[config.mk]
export PLATFORM = sky130hd
export DESIGN_NAME = lfsr_err_window
export DESIGN_NICKNAME = d
export VERILOG_FILES = /design/src/rtl/lfsr_err_window.sv
export SDC_FILE = /design/constraint.sdc
export NUM_CORES = 1
export LEC_CHECK = 0
export ABC_AREA = 1
export ABC_CLOCK_PERIOD_IN_PS = 2200
export CORE_AREA = 2 2 49 51
export CTS_CLUSTER_SIZE = 12
export DETAILED_ROUTE_END_ITERATION = 7
export DIE_AREA = 0 0 51 53
export SLEW_MARGIN = 20
export SYNTH_ARGS = -nofsm -noshare
export SYNTH_HDL_FRONTEND = slang
export SYNTH_SLANG_ARGS = --single-unit
[constraint.sdc]
create_clock -name clk -period 2.2 [get_ports clk]
set_input_delay 0.44 -clock clk [delete_from_list [all_inputs] [get_ports clk]]
set_output_delay 0.44 -clock clk [all_outputs]
set_load 0.02 [all_outputs]
[src/rtl/lfsr_err_window.sv]
// lfsr_err_window: counts errors per fixed-length window and trips at threshold
module lfsr_err_window #(
    parameter int ERR_WIN    = 256,
    parameter int ERR_THRESH = 8
) (
    input  logic clk,
    input  logic rst,
    input  logic start,
    input  logic valid,
    input  logic err,
    output logic trip
);
    localparam int WW = $clog2(ERR_WIN);
    localparam int TW = $clog2(ERR_THRESH + 1);
    logic [WW-1:0] win_q, win_d;
    logic [TW-1:0] errs_q, errs_d;
    logic wrap;
    assign wrap = win_q == WW'(ERR_WIN - 1);
    assign win_d = wrap ? '0 : win_q + WW'(1);
    // an error on the wrapping bit belongs to the new window
    assign errs_d = (wrap ? '0 : errs_q) + TW'(err);
    assign trip = valid && err && errs_d == TW'(ERR_THRESH);
    always_ff @(posedge clk or posedge rst) begin
        if (rst) begin
            win_q  <= '0;
            errs_q <= '0;
        end else if (start) begin
            win_q  <= '0;
            errs_q <= '0;
        end else if (valid) begin
            win_q  <= win_d;
            errs_q <= errs_d;
        end
    end
endmodule

==> summary.md <==
| Metric | Value |
|---|---|
| Max-cap viol count | 0 |
| Routed len/inst | 10.3 um |
| Hold_buf cts | 0 |
| Top FF cell, synth | dfrtp_1 |
| DRT Wirelength | 1540 um |
| FP Rows | 17 |
| Finished Layout Cells | 150 |
| Clock Skews | 0.000472 ns |
| Netlist cell types | 14 |
| Post-Syn Instances | 97 |
| Root Driver | clkbuf_4 |
| Slowest library cell on the worst path | dfrtp_1 |
| Max Freq | 0.407 GHz |
| Top cells by area, synth | dfrtp_1 (42%), nand2_1 (9.9%), inv_1 (9.4%) |
| WHS | 0.481 ns |
| Post-synth top area share | 41.7% |
| First-pass GRT wire length | 2860 um |
| Clock buffer count from CTS | 3 |
| Placed insts | 144 |
| Global-route track usage on met3 | 5.08% |
| Post-route ant nets | 0 |
| Final Max Tran Viols | 0 |
| Core footprint | 2150 um^2 |
| CTS H-tree lvls | 1 |
| Syn nets | 105 |
| Critical Path End Type | output port |
| Worst Hold Class | in2async |
| Overflow after GRT | 0 |
| Vias in the first global route | 691 |
| TritonCTS clock tree | done |
| GR peak layer | met2 |
| Sink Count | 12 |
| Headroom to the max-slew limit | 67.4% |
| Top cells by count, synth | nand2_1 (19), inv_1 (18), nand3_1 (13), nor2_1 (13), dfrtp_1 (12) |
| Drt pass-1 iters | 2 |
| Tcrit/Tclk final | 112% |
| HPWL after detailed placement | 1200 um |
| Yosys warning count | 0 |
| Ys async rst share | 100% |
| Die area | 2700 um^2 |
| Most frequent cell after synthesis | nand2_1 |
| Clock slew at reported path FFs | 0.07 ns |
| Unrepaired setup endpoints after global routing | true |
| DR vias | 678 |
| CP Data Required Time | 1.76 ns |
| Clock Latency Late Sink | 0.27 ns |
| Layout Nets | 132 |
| CP Launch Type | flip-flop |
| Total GRT Usage | 14.3% |
| Via/cell ratio | 4.52 |
| Synth-to-Final Area Change | 38.7% |
| Effective utilization at floorplan | 33.5% |
| Synth Register Bits | 12 |
| Final min period | 2.46 ns |
| I/O pins | 6 |
| CP Cell Sequence | ha_2, nand2_2, nor2_2, nand2_2, inv_2, nor2_2, ha_2, ha_4, nor2_2, nand4_1, nor2_4, buf_6 |
| Peak supply drop | 279 uV |
| Sequential share of the synthesized area | 41.7% |
| Post-Syn Area | 721 um^2 |
| Finished Core Util | 46.5% |
| Worst slew pin tran | 0.488 ns |
| Number of synthesized flops with an enable pin | 0 |
| Critical path type | reg2out |
| Dpl ws | -0.528 ns |
| Setup WS post-layout | -0.257 ns |
| Failing checks | setup timing |
| Power per standard cell area | 429 nW/um^2 |
| Yosys top cell by area | dfrtp_1 |
| Crit path max fanout | 3 |
| Largest net degree at the start of global routing | 13 |
| CP peak stage delay | 0.37 ns |
| Final Wtd Congestion | 0.731 |
| DIE HEIGHT | 53 um |
| Leakage | 0.483 nW |
| N_diodes | 0 |
| CP dominant cell by count | nor2_2 |
| Proportion of layout cells with a drive suffix above 1 | 32.0% |
| DR DRC count | 0 |
| GRT met1 Usage | 17.9% |
| Avg Cell Area, Syn | 7.43 um^2 |
| Post-Route Setup TNS | -0.257 ns |
| Critical Path AT | 2.02 ns |
| Die width | 51 um |
| DR iter-0 viols | 2 |
| Status | finished, violations left |
| Buffer levels on the longest clock path | 2 |
| Met2 usage | 23.6% |
| Endpoints failing hold | 0 |
| Initial antenna violation count | 0 |
| IO Port Bufs | 5 |
| FILL cells | 239 |
| Final setup fails | 1 |
==> layer usage <==
layer / vias up / share of wire, % / routed length, um
met3: 2 / 4.0 / 62
li1: 358 / - / -
met2: 7 / 48 / 740
met4: 0 / 0.84 / 13
met1: 311 / 47 / 727
met5: - / 0 / 0
==> layout by cell type, fill, tap and decap left out, drive strengths merged <==
cell type | Yosys | routed
xor2 | 1 | 1
buf | 0 | 18
a21oi | 2 | 2
o21ai | 6 | 6
nand4 | 4 | 4
ha | 3 | 3
clkbuf | 0 | 3
a22o | 1 | 1
nand3 | 13 | 13
nor2 | 17 | 17
clkdlybuf4s50 | 0 | 4
inv | 18 | 18
nand2 | 20 | 20
dfrtp | 12 | 12
==> cells by family after synthesis <==
logic type,Yosys count,synth area share [%]
xor+xnor,1,1.22
fa+ha+maj,3,5.21
simple gates,54,35.6
compound gates,9,6.94
buf+inv,18,9.37
flops,12,41.7
==> worst paths after layout <==
kind	startpoint	endpoint	slack, ns	cells after the start
setup / recovery	win_q[1]	trip	-0.26	12
hold / removal	rst	win_q[6]	0.48	2
setup reg to reg	win_q[1]	errs_q[2]	0.60	12
hold reg to reg	win_q[4]	win_q[4]	0.56	2
max in group asynchronous	rst	errs_q[2]	1.39	2
min in group clk	win_q[4]	win_q[4]	0.56	2
==> stage by stage <==
| stage | power, mW | area [um^2] |
|---|---|---|
| floorplan | 0.261 | 736 |
| global placement | 0.288 | 926 |
| detailed placement | 0.290 | 926 |
| CTS | 0.435 | 990 |
| global route | 0.450 | 1000 |
| finish | 0.429 | 1000 |
==> what timing repair did <==
item	CTS	global route
hold endpoints to repair	0	0
pin swaps	7	4
buffers inserted	2	1
resized for setup	12	1
endpoints found under the setup margin	1	1
==> registers in the layout, summed over array words and instances (netlist names) <==
name and flops:
errs_q 4, win_q 8
==> layout make-up <==
type	instances	area (um^2)	share of cell area, %
multi-input cells	67	395	39.5
flip-flops and latches	12	300	30.0
repair buffers	22	179	17.9
inverters	18	67.6	6.76
well taps	28	35.0	3.50
clock buffers	3	22.5	2.25
==> critical path, delay by kind of cell, from the launching register on <==
family        cells  cell delay, ns
buf+inv           2            0.18
flops             1            0.37
fa+ha+maj         3            0.61
simple gates      7            0.59
==> power breakdown <==
| group | switching, mW | total, mW | internal (mW) | leakage, nW |
|---|---|---|---|---|
| logic | 0.0326 | 0.0625 | 0.0299 | 0.304 |
| registers | 0.00303 | 0.229 | 0.226 | 0.165 |
| clock network | 0.0742 | 0.138 | 0.0634 | 0.0138 |
| total | 0.110 | 0.429 | 0.319 | 0.483 |
Power figures use the tool's default switching activity.
